<file path="src/rtl/mem_access_stage.sv">
`default_nettype none
// +--------------------------------------------------------------------------+
// | mem_access_stage : pipeline MEM stage issuing data-memory loads/stores   |
// |                    over req/ack and registering the MEM/WB values.       |
// | Revision 1.0                                                             |
// +--------------------------------------------------------------------------+
module mem_access_stage #(
    parameter int ADDR_W = 32
) (
    input  logic              clk,
    input  logic              rst,
    input  logic              em_valid,
    input  logic [31:0]       em_alu,
    input  logic [31:0]       em_b,
    input  logic              em_rmem,
    input  logic              em_wmem,
    input  logic [1:0]        em_size,
    input  logic              em_unsigned,
    input  logic              em_wreg,
    input  logic [4:0]        em_rd,
    output logic              dm_req,
    output logic              dm_we,
    output logic [ADDR_W-1:0] dm_addr,
    output logic [3:0]        dm_be,
    output logic [31:0]       dm_wdata,
    input  logic [31:0]       dm_rdata,
    input  logic              dm_ack,
    output logic              mem_stall,
    output logic              mem_misalign,
    output logic              mw_valid,
    output logic [31:0]       mw_alu,
    output logic [31:0]       mw_mem,
    output logic              mw_sld,
    output logic              mw_wreg,
    output logic [4:0]        mw_rd
);

    localparam logic [0:0] S_IDLE = 1'b0;
    localparam logic [0:0] S_WAIT = 1'b1;

    logic [0:0]  r_state;
    logic [1:0]  w_off;
    logic        w_mem_op;
    logic        w_misalign;
    logic        w_go;
    logic [3:0]  w_be;
    logic [31:0] w_wdata;
    logic [7:0]  w_byte;
    logic [15:0] w_half;
    logic [31:0] w_load;

    assign w_off      = em_alu[1:0];
    assign w_mem_op   = em_valid & (em_rmem | em_wmem);
    assign w_misalign = ((em_size == 2'b01) & w_off[0]) | (em_size[1] & (w_off != 2'b00));
    assign w_go       = w_mem_op & ~w_misalign;
    assign mem_stall  = w_go & ~((r_state == S_WAIT) & dm_ack);

    always_comb begin
        w_be    = 4'b1111;
        w_wdata = em_b;
        case (em_size)
            2'b00: begin
                w_be    = 4'b0001 << w_off;
                w_wdata = {4{em_b[7:0]}};
            end
            2'b01: begin
                w_be    = w_off[1] ? 4'b1100 : 4'b0011;
                w_wdata = {2{em_b[15:0]}};
            end
            default: ;
        endcase
    end

    // Lane select is little-endian: byte offset 0 lives in dm_rdata[7:0].
    assign w_byte = dm_rdata[8*w_off +: 8];
    assign w_half = w_off[1] ? dm_rdata[31:16] : dm_rdata[15:0];

    always_comb begin
        case (em_size)
            2'b00:   w_load = {{24{~em_unsigned & w_byte[7]}}, w_byte};
            2'b01:   w_load = {{16{~em_unsigned & w_half[15]}}, w_half};
            default: w_load = dm_rdata;
        endcase
    end

    always_ff @(posedge clk or posedge rst) begin
        if (rst) begin
            r_state      <= S_IDLE;
            dm_req       <= 1'b0;
            dm_we        <= 1'b0;
            dm_addr      <= '0;
            dm_be        <= 4'b0000;
            dm_wdata     <= 32'h0;
            mem_misalign <= 1'b0;
            mw_valid     <= 1'b0;
            mw_alu       <= 32'h0;
            mw_mem       <= 32'h0;
            mw_sld       <= 1'b0;
            mw_wreg      <= 1'b0;
            mw_rd        <= 5'h0;
        end else begin
            mem_misalign <= 1'b0;
            // Bubble by default; the branches below override it.
            mw_valid     <= 1'b0;
            mw_alu       <= 32'h0;
            mw_mem       <= 32'h0;
            mw_sld       <= 1'b0;
            mw_wreg      <= 1'b0;
            mw_rd        <= 5'h0;
            case (r_state)
                S_IDLE: begin
                    if (w_go) begin
                        r_state  <= S_WAIT;
                        dm_req   <= 1'b1;
                        dm_we    <= em_wmem;
                        dm_addr  <= {em_alu[ADDR_W-1:2], 2'b00};
                        dm_be    <= w_be;
                        dm_wdata <= w_wdata;
                    end else if (w_mem_op) begin
                        mem_misalign <= 1'b1;
                        mw_alu       <= em_alu;
                        mw_rd        <= em_rd;
                    end else begin
                        mw_valid <= em_valid;
                        mw_alu   <= em_alu;
                        mw_wreg  <= em_wreg;
                        mw_rd    <= em_rd;
                    end
                end
                default: begin
                    if (dm_ack) begin
                        r_state  <= S_IDLE;
                        dm_req   <= 1'b0;
                        mw_valid <= 1'b1;
                        mw_alu   <= em_alu;
                        mw_rd    <= em_rd;
                        if (!dm_we) begin
                            mw_mem  <= w_load;
                            mw_sld  <= 1'b1;
                            mw_wreg <= em_wreg;
                        end
                    end
                end
            endcase
        end
    end

endmodule
`default_nettype wire

</file>
<file path="config.mk">
export PLATFORM = sky130hd
export DESIGN_NAME = mem_access_stage
export DESIGN_NICKNAME = d
export VERILOG_FILES = /design/src/rtl/mem_access_stage.sv
export SDC_FILE = /design/constraint.sdc
export NUM_CORES = 1
export LEC_CHECK = 0
export CAP_MARGIN = 20
export CORE_MARGIN = 2
export CORE_UTILIZATION = 47
export CTS_BUF_LIST = sky130_fd_sc_hd__clkbuf_4 sky130_fd_sc_hd__clkbuf_8
export DETAILED_ROUTE_END_ITERATION = 6
export PLACE_DENSITY = 0.85
export RECOVER_POWER = 100
export SYNTH_ARGS = -nofsm -noshare
export SYNTH_HDL_FRONTEND = slang
export SYNTH_SLANG_ARGS = --single-unit
export TNS_END_PERCENT = 10
</file>
<file path="constraint.sdc">
create_clock -name clk -period 9 [get_ports clk]
set_clock_uncertainty 0.2 [all_clocks]
set_input_delay 1.8 -clock clk [delete_from_list [all_inputs] [get_ports clk]]
set_output_delay 1.8 -clock clk [all_outputs]
set_load 0.01 [all_outputs]
</file>
==> summary.md, run 1 <==
| Metric | Value |
|---|---|
| Status | complete, but fails checks |
| Failing checks | capacitance limit, slew limit |
| First-pass GRT wire length | 24700 um |
| Seq/Total Area, Yosys | 60.9% |
| Setup TNS | 0 ns |
| Fmax | 0.150 GHz |
| Hold buffers post-CTS | 0 |
| HP Start | dm_wdata[7] |
| Post_cts resized | 0 |
| Endpoints failing setup | 0 |
| Max VDD drop | between 100 and 150 uV |
| FP Rows | 40 |
| Num CTS Buffers | 17 |
| Crit path DAT | between 4 and 5 ns |
| Measured slew at the worst slew-check pin | 2.99 ns |
| Die Footprint | approximately 13000 um^2 |
| Placed cell area | 8430 um^2 |
| Initial antenna violation count | 0 |
| R2r startpoint | r_state |
| Count of cell types in the netlist | 40 |
| CTS tree | done |
| Worst skew pair latency | 0.44 ns |
| DRC errors left | 0 |
| Io pins | between 200 and 300 |
| Postcts setup bufs | 0 |
| Slew margin rel. | -101% |
| Die span in y | 115 um |
| Yosys Warn Count | 0 |
| Clock transition at path regs | 0.07 ns |
| Clock buffer depth | 2 |
| Pre-antenna DRT Iters | 4 |
| Overall routing resource usage | 24.1% |
| Root buf cell | clkbuf_8 |
| Max_cap viols | 3 |
| DR vias | around 4700 |
| Min Tclk post-route | 6.65 ns |
| Largest net degree at the start of global routing | 83 |
| Synth Instances | 491 |
| HP Class | register to register |
| Layout cells sized above 1 | 12.6% |
| Leak Pwr | 4.01 nW |
| Port Buffers | around 250 |
| Setup CP Type | input port to output port |
| Area grow syn2layout | 50.8% |
| Htree depth | 4 |
| Antenna Cells | 0 |
| Endpoint class of the critical path | output port |
| Post-route antenna net violation count | 0 |
| Sink Count | between 100 and 150 |
| Die Span X | 115 um |
| Synth Register Bits | between 100 and 150 |
| Cell Pwr Density | roughly 200 nW/um^2 |
| Max-slew violations | about 200 |
| Avg Inst Size Synth | 11.9 um^2 |
| Hpwl dp | 11200 um |
| Initial DRC count | 286 |
| Most common cell after layout, fill and taps aside | dlygate4sd3_1 |
| Most frequent cells in the layout | dlygate4sd3_1 (145), dfrtp_1 (142), clkdlybuf4s50_1 (106), nand2_1 (64), mux2_2 (53) |
| Total Power | 1.78 mW |
| Tcrit/Tclk final | 73.9% |
| CORE AREA | about 12000 um^2 |
| Synthesized cell area | slightly below 6000 um^2 |
| Critical path required time | 7.00 ns |
| Initial Utilization | 48.4% |
| Critical path launch point | em_size[1] |
| Fin area | 8800 um^2 |
| Routed vias/inst | just over 5 |
| CP Launch Type | input port |
| CP Max Fanout | 58 |
| NumNets Final | 849 |
| Grt ovf | 0 |
| Final Hold Vio Count | 0 |
| Gpl congestion | 0.835 |
| Avg WL per Cell | 17.1 um |
| Routed Wire Length | between 15000 and 20000 um |
| Unrepaired setup endpoints after global routing | false |
| Number of global-route vias before repair | 4880 |
area by class of cell:
type | instances | area (um^2)
flip-flops and latches | 142 | 3550
multi-input cells | 305 | 2050
inverters | 14 | 53.8
clock inverters | 13 | 139
well taps | 168 | 210
clock buffers | 19 | 249
repair buffers | 258 | 2550
fillers | 824 | 3260
final timing paths:
kind	to	slack [ns]	depth (start not counted)
max in group asynchronous	mw_valid	3.42	3
worst min-delay path	dm_wdata[7]	0.30	1
worst max register to register	mw_alu[26]	5.81	6
min in group asynchronous	mw_mem[11]	2.47	2
worst min register to register	dm_wdata[7]	0.30	1
worst max-delay path	mem_stall	2.35	5
cells by family after synthesis:
| logic type | synth area share, % |
|---|---|
| AOI/OAI and AO/OA | 8.49 |
| other | 0.0642 |
| buffers and inverters | 3.86 |
| DFF | 60.9 |
| muxes | 14.9 |
| and+or+nand+nor | 11.9 |
layer usage:
metal	up-vias	part of all wire, %	GRT usage, %
met5	-	0	0
met4	0	2.9	11.5
met3	34	7.5	7.79
met2	214	51	40.7
met1	2300	39	27.9
li1	2157	-	-
stage by stage:
step / utilization [%] / hold WS [ns] / setup WS [ns] / instances
2_1_floorplan: - / 0.320 / 3.19 / 492
3_3_place_gp: 69.9 / 0.286 / 3.48 / 885
3_5_place_dp: 69.9 / 0.295 / 3.48 / 885
4_1_cts: 73.1 / 0.311 / 3.47 / 917
5_1_grt: 73.0 / 0.315 / 2.14 / 919
6_report: 73.0 / 0.302 / 2.35 / 919
worst max-delay path: stages:
cell and delay [ns]:
clkbuf_1 1.74, a21o_1 0.24, nand2_1 0.09, and3_1 0.14
dlygate4sd3_1 0.62
synth_stat cells (all sizes together):
cell,n,share of area (%)
or3,2,0.21
nor2,24,1.6
a21oi,29,2.6
o31ai,1,0.13
mux2i,26,4.5
clkbuf,14,0.90
inv,14,0.90
a211oi,3,0.60
a21o,1,0.13
nor2b,3,0.32
nor3b,2,0.34
and2,38,4.1
a211o,1,0.15
conb,1,0.064
o21ai,22,1.9
nand3b,1,0.13
a22oi,9,1.2
a21boi,1,0.13
o22ai,3,0.43
and3,1,0.11
a221oi,8,1.2
nor3,4,0.34
nand2b,1,0.11
buf,17,2.1
mux2,54,10
or3b,1,0.15
dfrtp,142,61
or2,3,0.36
nand2,64,4.1
o211ai,1,0.13
registers in the layout, summed over array words and instances, names as in the netlist:
name / count
mw_rd: 5
mw_valid: 1
mw_mem: 32
mw_wreg: 1
mw_sld: 1
r_state: 1
dm_be: 4
dm_addr: 30
dm_req: 1
dm_wdata: 32
mem_misalign: 1
dm_we: 1
mw_alu: 32
power by group:
part	leakage (nW)	switching (mW)	internal, mW	total, mW
registers	1.75	0.0489	0.746	0.795
clock network	0.186	0.250	0.253	0.503
logic	2.07	0.214	0.269	0.483
No activity file was read; power rests on OpenSTA's default activity.
==> run 2, diff against run 1 <==
--- a/config.mk
+++ b/config.mk
@@ -7,10 +7,10 @@
 export LEC_CHECK = 0
 export CAP_MARGIN = 20
 export CORE_MARGIN = 2
-export CORE_UTILIZATION = 47
+export CORE_UTILIZATION = 39
 export CTS_BUF_LIST = sky130_fd_sc_hd__clkbuf_4 sky130_fd_sc_hd__clkbuf_8
 export DETAILED_ROUTE_END_ITERATION = 6
-export PLACE_DENSITY = 0.85
+export PLACE_DENSITY = 0.75
 export RECOVER_POWER = 100
 export SYNTH_ARGS = -nofsm -noshare
 export SYNTH_HDL_FRONTEND = slang
==> constraint.sdc (replaced) <==
create_clock -name clk -period 5.7 [get_ports clk]
set_clock_uncertainty 0.2 [all_clocks]
set_input_delay 1.14 -clock clk [delete_from_list [all_inputs] [get_ports clk]]
set_output_delay 1.14 -clock clk [all_outputs]
set_load 0.01 [all_outputs]
==> run 2 against run 1 <==
Net effect:
- total power grew 61%
- clock-buffer cell count grew 1
- the run still ends with capacitance limit, slew limit left
- register-to-register slack lost 3.2 ns
- critical endpoint unchanged
- combinational power grew 57%
- clock power grew 71%
- sequential power grew 58%
- largest cell class unchanged
- worst hold slack gained 0.0012 ns
- first-iteration DRC count shrank 26%
==> summary.md, run 2 (synthesis gave the netlist of run 1 again) <==
| Metric | Value |
|---|---|
| Routed Wire Length | 15600 um (-0.48%) |
| Clock buffer depth | 2 (unchanged) |
| CP Launch Type | input port |
| Initial Utilization | 40.0% (-8.4 points) |
| Crit-path cells | dlygate4sd3_1, buf_4, a21o_1, nand2_1, and3_1, dlygate4sd3_1 |
| Max-slew violations | 184 (-9.8%) |
| Sw frac | 28.0% (-0.85 points) |
| Grt ovf | 0 (unchanged) |
| Postcts setup bufs | 0 (unchanged) |
| P_sw | 0.803 mW (+57%) |
| Final Hold Vio Count | 0 (unchanged) |
| Most frequent cells in the layout | dlygate4sd3_1 (147), dfrtp_1 (142), clkdlybuf4s50_1 (104), nand2_1 (64), mux2_2 (54) |
| Clock Power Share | 29.9% (+1.7 points) |
| Gpl congestion | 0.789 (-5.5%) |
| NumNets Final | 850 (+0.12%) |
| CTS tree | done |
| Max VDD drop | 197 uV (+38%) |
| Hpwl dp | 11200 um (-0.78%) |
| Critical path required time | 4.36 ns (-2.64 ns) |
| Crit path DAT | 3.05 ns (-1.60 ns) |
| Initial antenna violation count | 1 (+1) |
| Pre-antenna DRT Iters | 5 (+1) |
| Layout cells sized above 1 | 13.0% (+0.38 points) |
| Worst path slowest cell | dlygate4sd3_1 |
| Root buf cell | clkbuf_8 |
| Placed insts | 903 (+2.0%) |
| FP Rows | 44 (+10%) |
| Initial DRC count | 212 (-26%) |
| Tcrit/Tclk final | 77.0% |
| Post_cts resized | 0 (unchanged) |
| Num CTS Buffers | 17 (unchanged) |
| Endpoint class of the critical path | output port |
| Overall routing resource usage | 19.7% (-4.4 points) |
| Slew margin rel. | -43.6% (+57 points) |
| Clock transition at path regs | 0.07 ns (about the same) |
| CP Max Fanout | 23 (-60%) |
| Hold buffers post-CTS | 0 (unchanged) |
| Fmax | roughly 0.23 GHz |
| Die Footprint | 16000 um^2 (+20%) |
| Endpoints failing setup | 0 (unchanged) |
| Area grow syn2layout | 51.9% |
| HP Class | register to register |
| Max_cap viols | 2 (-1) |
| Status | complete, but fails checks |
| Largest registers | dm_wdata (32), mw_alu (32), mw_mem (32) |
| Logic gate share of total power | 26.4% (-0.7 points) |
| Layout Cells excl Fill | 937 (+2.0%) |
| DR vias | 4652 (-1.1%) |
| Avg WL per Cell | 16.7 um (-2.4%) |
| Cell Pwr Density | 324 nW/um^2 (+60%) |
| Most used cell, CP | dlygate4sd3_1 |
| Sink Count | 142 (unchanged) |
| Most common cell after layout, fill and taps aside | dlygate4sd3_1 |
| Setup CP Type | input port to output port |
| Worst path max stage delay | 0.61 ns (-1.13 ns) |
| Register share of total power | 43.7% (-0.9 points) |
| Measured slew at the worst slew-check pin | 2.15 ns (-0.838 ns) |
| Port Buffers | 252 (unchanged) |
| Htree depth | 4 (unchanged) |
| Die span in y | 126 um (+9.4%) |
| Worst R2R Setup Slack | 2.60 ns (-3.21 ns) |
| Failing checks | capacitance limit, slew limit |
| Post-route antenna net violation count | 0 (unchanged) |
| Number of global-route vias before repair | 4817 (-1.3%) |
| Die Span X | 126 um (+9.4%) |
| Worst skew pair latency | 0.42 ns (-0.02 ns) |
| Routed vias/inst | 4.96 (-3.0%) |
| DRC errors left | 0 (unchanged) |
| Io pins | 255 (unchanged) |
| Worst path bufs/invs | 3 (+1) |
| Internal power | 2.07 mW (+63%) |
| Min Tclk post-route | 4.39 ns |
| Largest net degree at the start of global routing | 102 (+23%) |
| CORE AREA | 14600 um^2 (+21%) |
| First-pass GRT wire length | 24900 um (+0.73%) |
| Total Power | 2.87 mW (+61%) |
| Setup TNS | 0 ns (unchanged) |
| Leak Pwr | 4.05 nW (+1.0%) |
| Unrepaired setup endpoints after global routing | false |
| Crit path max-delay family | buffers and inverters |
==> run 2: cell count changes in the layout (fill, tap and decap cells not counted), sizes merged, moves of 2 or more <==
cell / before / now
clkinv: 3 / 6
dlygate4sd3: 145 / 147
clkinvlp: 6 / 2
buf: 3 / 5
clkdlybuf4s50: 106 / 104
==> run 2: through the flow <==
step	setup WS [ns]	util [%]	hold slack, ns	instance area, um^2
after global placement	1.45	58.0	0.290	8460
after detailed placement	1.45	58.2	0.295	8490
after floorplan	0.550	-	0.320	5840
final	1.31	60.8	0.303	8870
after CTS	1.45	61.1	0.313	8920
after global routing	1.24	60.8	0.329	8870
==> run 2: cell type report <==
| class | count | area [um^2] |
|---|---|---|
| tap | 184 | 230 |
| clock buffer | 20 | 269 |
| fill | 1142 | 5720 |
| sequential | 142 | 3550 |
| clock inverter | 12 | 160 |
| multi-input combinational | 305 | 2030 |
| antenna | 1 | 2.50 |
| timing repair buffer | 259 | 2560 |
| inverter | 14 | 56.3 |
==> run 2: routing by layer <==
| metal | GRT usage (%) | part of all wire (%) | vias to the layer above |
|---|---|---|---|
| met2 | 33.2 | 51 | 196 |
| met3 | 6.92 | 7.4 | 14 |
| li1 | - | - | 2157 |
| met5 | 0 | 0 | - |
| met4 | 6.79 | 1.3 | 0 |
| met1 | 23.5 | 41 | 2285 |
==> run 2: power by group through the flow <==
stage	Clock [mW]	Sequential [mW]	Combinational [mW]
2_1_floorplan	0	1.36	0.249
3_3_place_gp	0	1.28	0.818
3_5_place_dp	0	1.28	0.837
4_1_cts	0.883	1.27	0.841
5_1_grt	0.927	1.28	0.816
6_report	0.859	1.26	0.757
==> run 2: worst paths after layout <==
kind / from / to / depth (start not counted)
worst max-delay path: em_size[0] / mem_stall / 6
worst min-delay path: dm_addr[20] / dm_addr[20] / 1
worst max register to register: r_state / dm_wdata[31] / 4
worst min register to register: dm_addr[20] / dm_addr[20] / 1
max in group asynchronous: rst / mw_alu[20] / 3
min in group asynchronous: rst / mw_rd[2] / 2
==> patch, RTL diff (settings of run 2) <==
The parameter `ADDR_W` goes from 32 to 28.
--- a/src/rtl/mem_access_stage.sv
+++ b/src/rtl/mem_access_stage.sv
@@ -6,5 +6,5 @@
 // +--------------------------------------------------------------------------+
 module mem_access_stage #(
-    parameter int ADDR_W = 32
+    parameter int ADDR_W = 28
 ) (
     input  logic              clk,
Ports: changed (resized dm_addr); port bits go from 255 to 251. No check against the original RTL was run, so the function may have changed too.
==> patch against run 2 <==
- the flow still finishes with violations (max-capacitance violations, max-slew violations)
- synthesized cell count is 1.6% lower
- design area shrank 1.9%
- highest routed layer is now met5
- die area is 2.6% lower
- setup slack worse by 0.25 ns
- area after synthesis is 2.7% lower
- wire length increased by 0.12%
- sequential cell count is 4 lower
- power decreased by 2.0%
- sequential share of layout area decreased by 0.36 points
==> patch: results <==
INSERT INTO impl_metrics (metric_group, metric, value, unit) VALUES
('run_status', 'outcome', 'complete, but fails checks', ''),
('run_status', 'violations', 'max-capacitance violations, max-slew violations', ''),
('critical_path', 'crit_path_from', 'em_alu[0]', ''),
('place', 'placedCellCount', '892', ''),
('cells_and_area', 'fillerInstances', '1167', ''),
('synth', 'top_cells_by_instance_count_after_synthesis', 'dfrtp_1 (138), nand2_1 (64), mux2_2 (50)', ''),
('place', 'post-dp-hpwl', '11300', 'microns'),
('cells_and_area', 'nClkBuffers', '22', ''),
('sta', 'holdWs', '0.306', 'ns'),
('power', 'p_leak', '0.00397', 'uW'),
('routing', 'drt-wirelength-per-cell', '16.9', 'microns'),
('critical_path', 'critical-path-max-stage-delay', '1.09', 'ns'),
('cells_and_area', 'buf_share', '0.290', ''),
('place', 'io_buffers', '248', ''),
('critical_path', 'cpMaxStageDelayCell', 'clkbuf_1', ''),
('critical_path', 'worstReg2RegEnd', 'mw_alu[6]$_DFF_PP0_', ''),
('global_routing', 'grt_usage', '0.205', ''),
('sta', 'count_of_pins_over_their_slew_limit', '104', ''),
('critical_path', 'cp-end-kind', 'flip-flop', ''),
('cells_and_area', 'final_design_area_no_fill', '8690', 'sq um'),
('hold_path', 'worst_case_hold_path_end_point', 'dm_wdata[24]$_DFFE_PP0P_', ''),
('cells_and_area', 'final_net_count', '839', ''),
('power', 'ir_worst_vdd', '0.178', 'mV'),
('global_routing', 'grt_start_max_net_pins', '104', ''),
('flow_run', 'maxCapViolations', '1', '');
==> patch: cell count changes in the layout (fill, tap and decap cells not counted), moves of 4 or more <==
cell / before / now
and2_1: 15 / 31
dfrtp_1: 142 / 138
dlygate4sd3_1: 147 / 143
mux2_2: 54 / 50
and2_0: 23 / 7
clkinv_4: 4 / 0
==> patch: metal layers <==
layer | track usage | vias up | wire, microns
met5 | 0 | - | 13
met4 | 0.0734 | 2 | 340
met3 | 0.0846 | 26 | 1380
met2 | 0.352 | 193 | 8000
met1 | 0.228 | 2205 | 5940
li1 | - | 2124 | -
==> patch: cells by family (layout without fill, tap and decap cells) <==
family / after synthesis / count (layout)
AO/OA/AOI/OAI: 79 / 79
buffers and inverters: 45 / 300
flip-flops: 138 / 138
multiplexers: 76 / 76
other: 1 / 4
AND/OR/NAND/NOR: 144 / 144
==> patch: power breakdown <==
part,switching (uW),internal (uW),leakage (uW)
combinational,326,409,0.00205
sequential,73.7,1140,0.00171
clock,363,502,0.000212
total,762,2050,0.00397
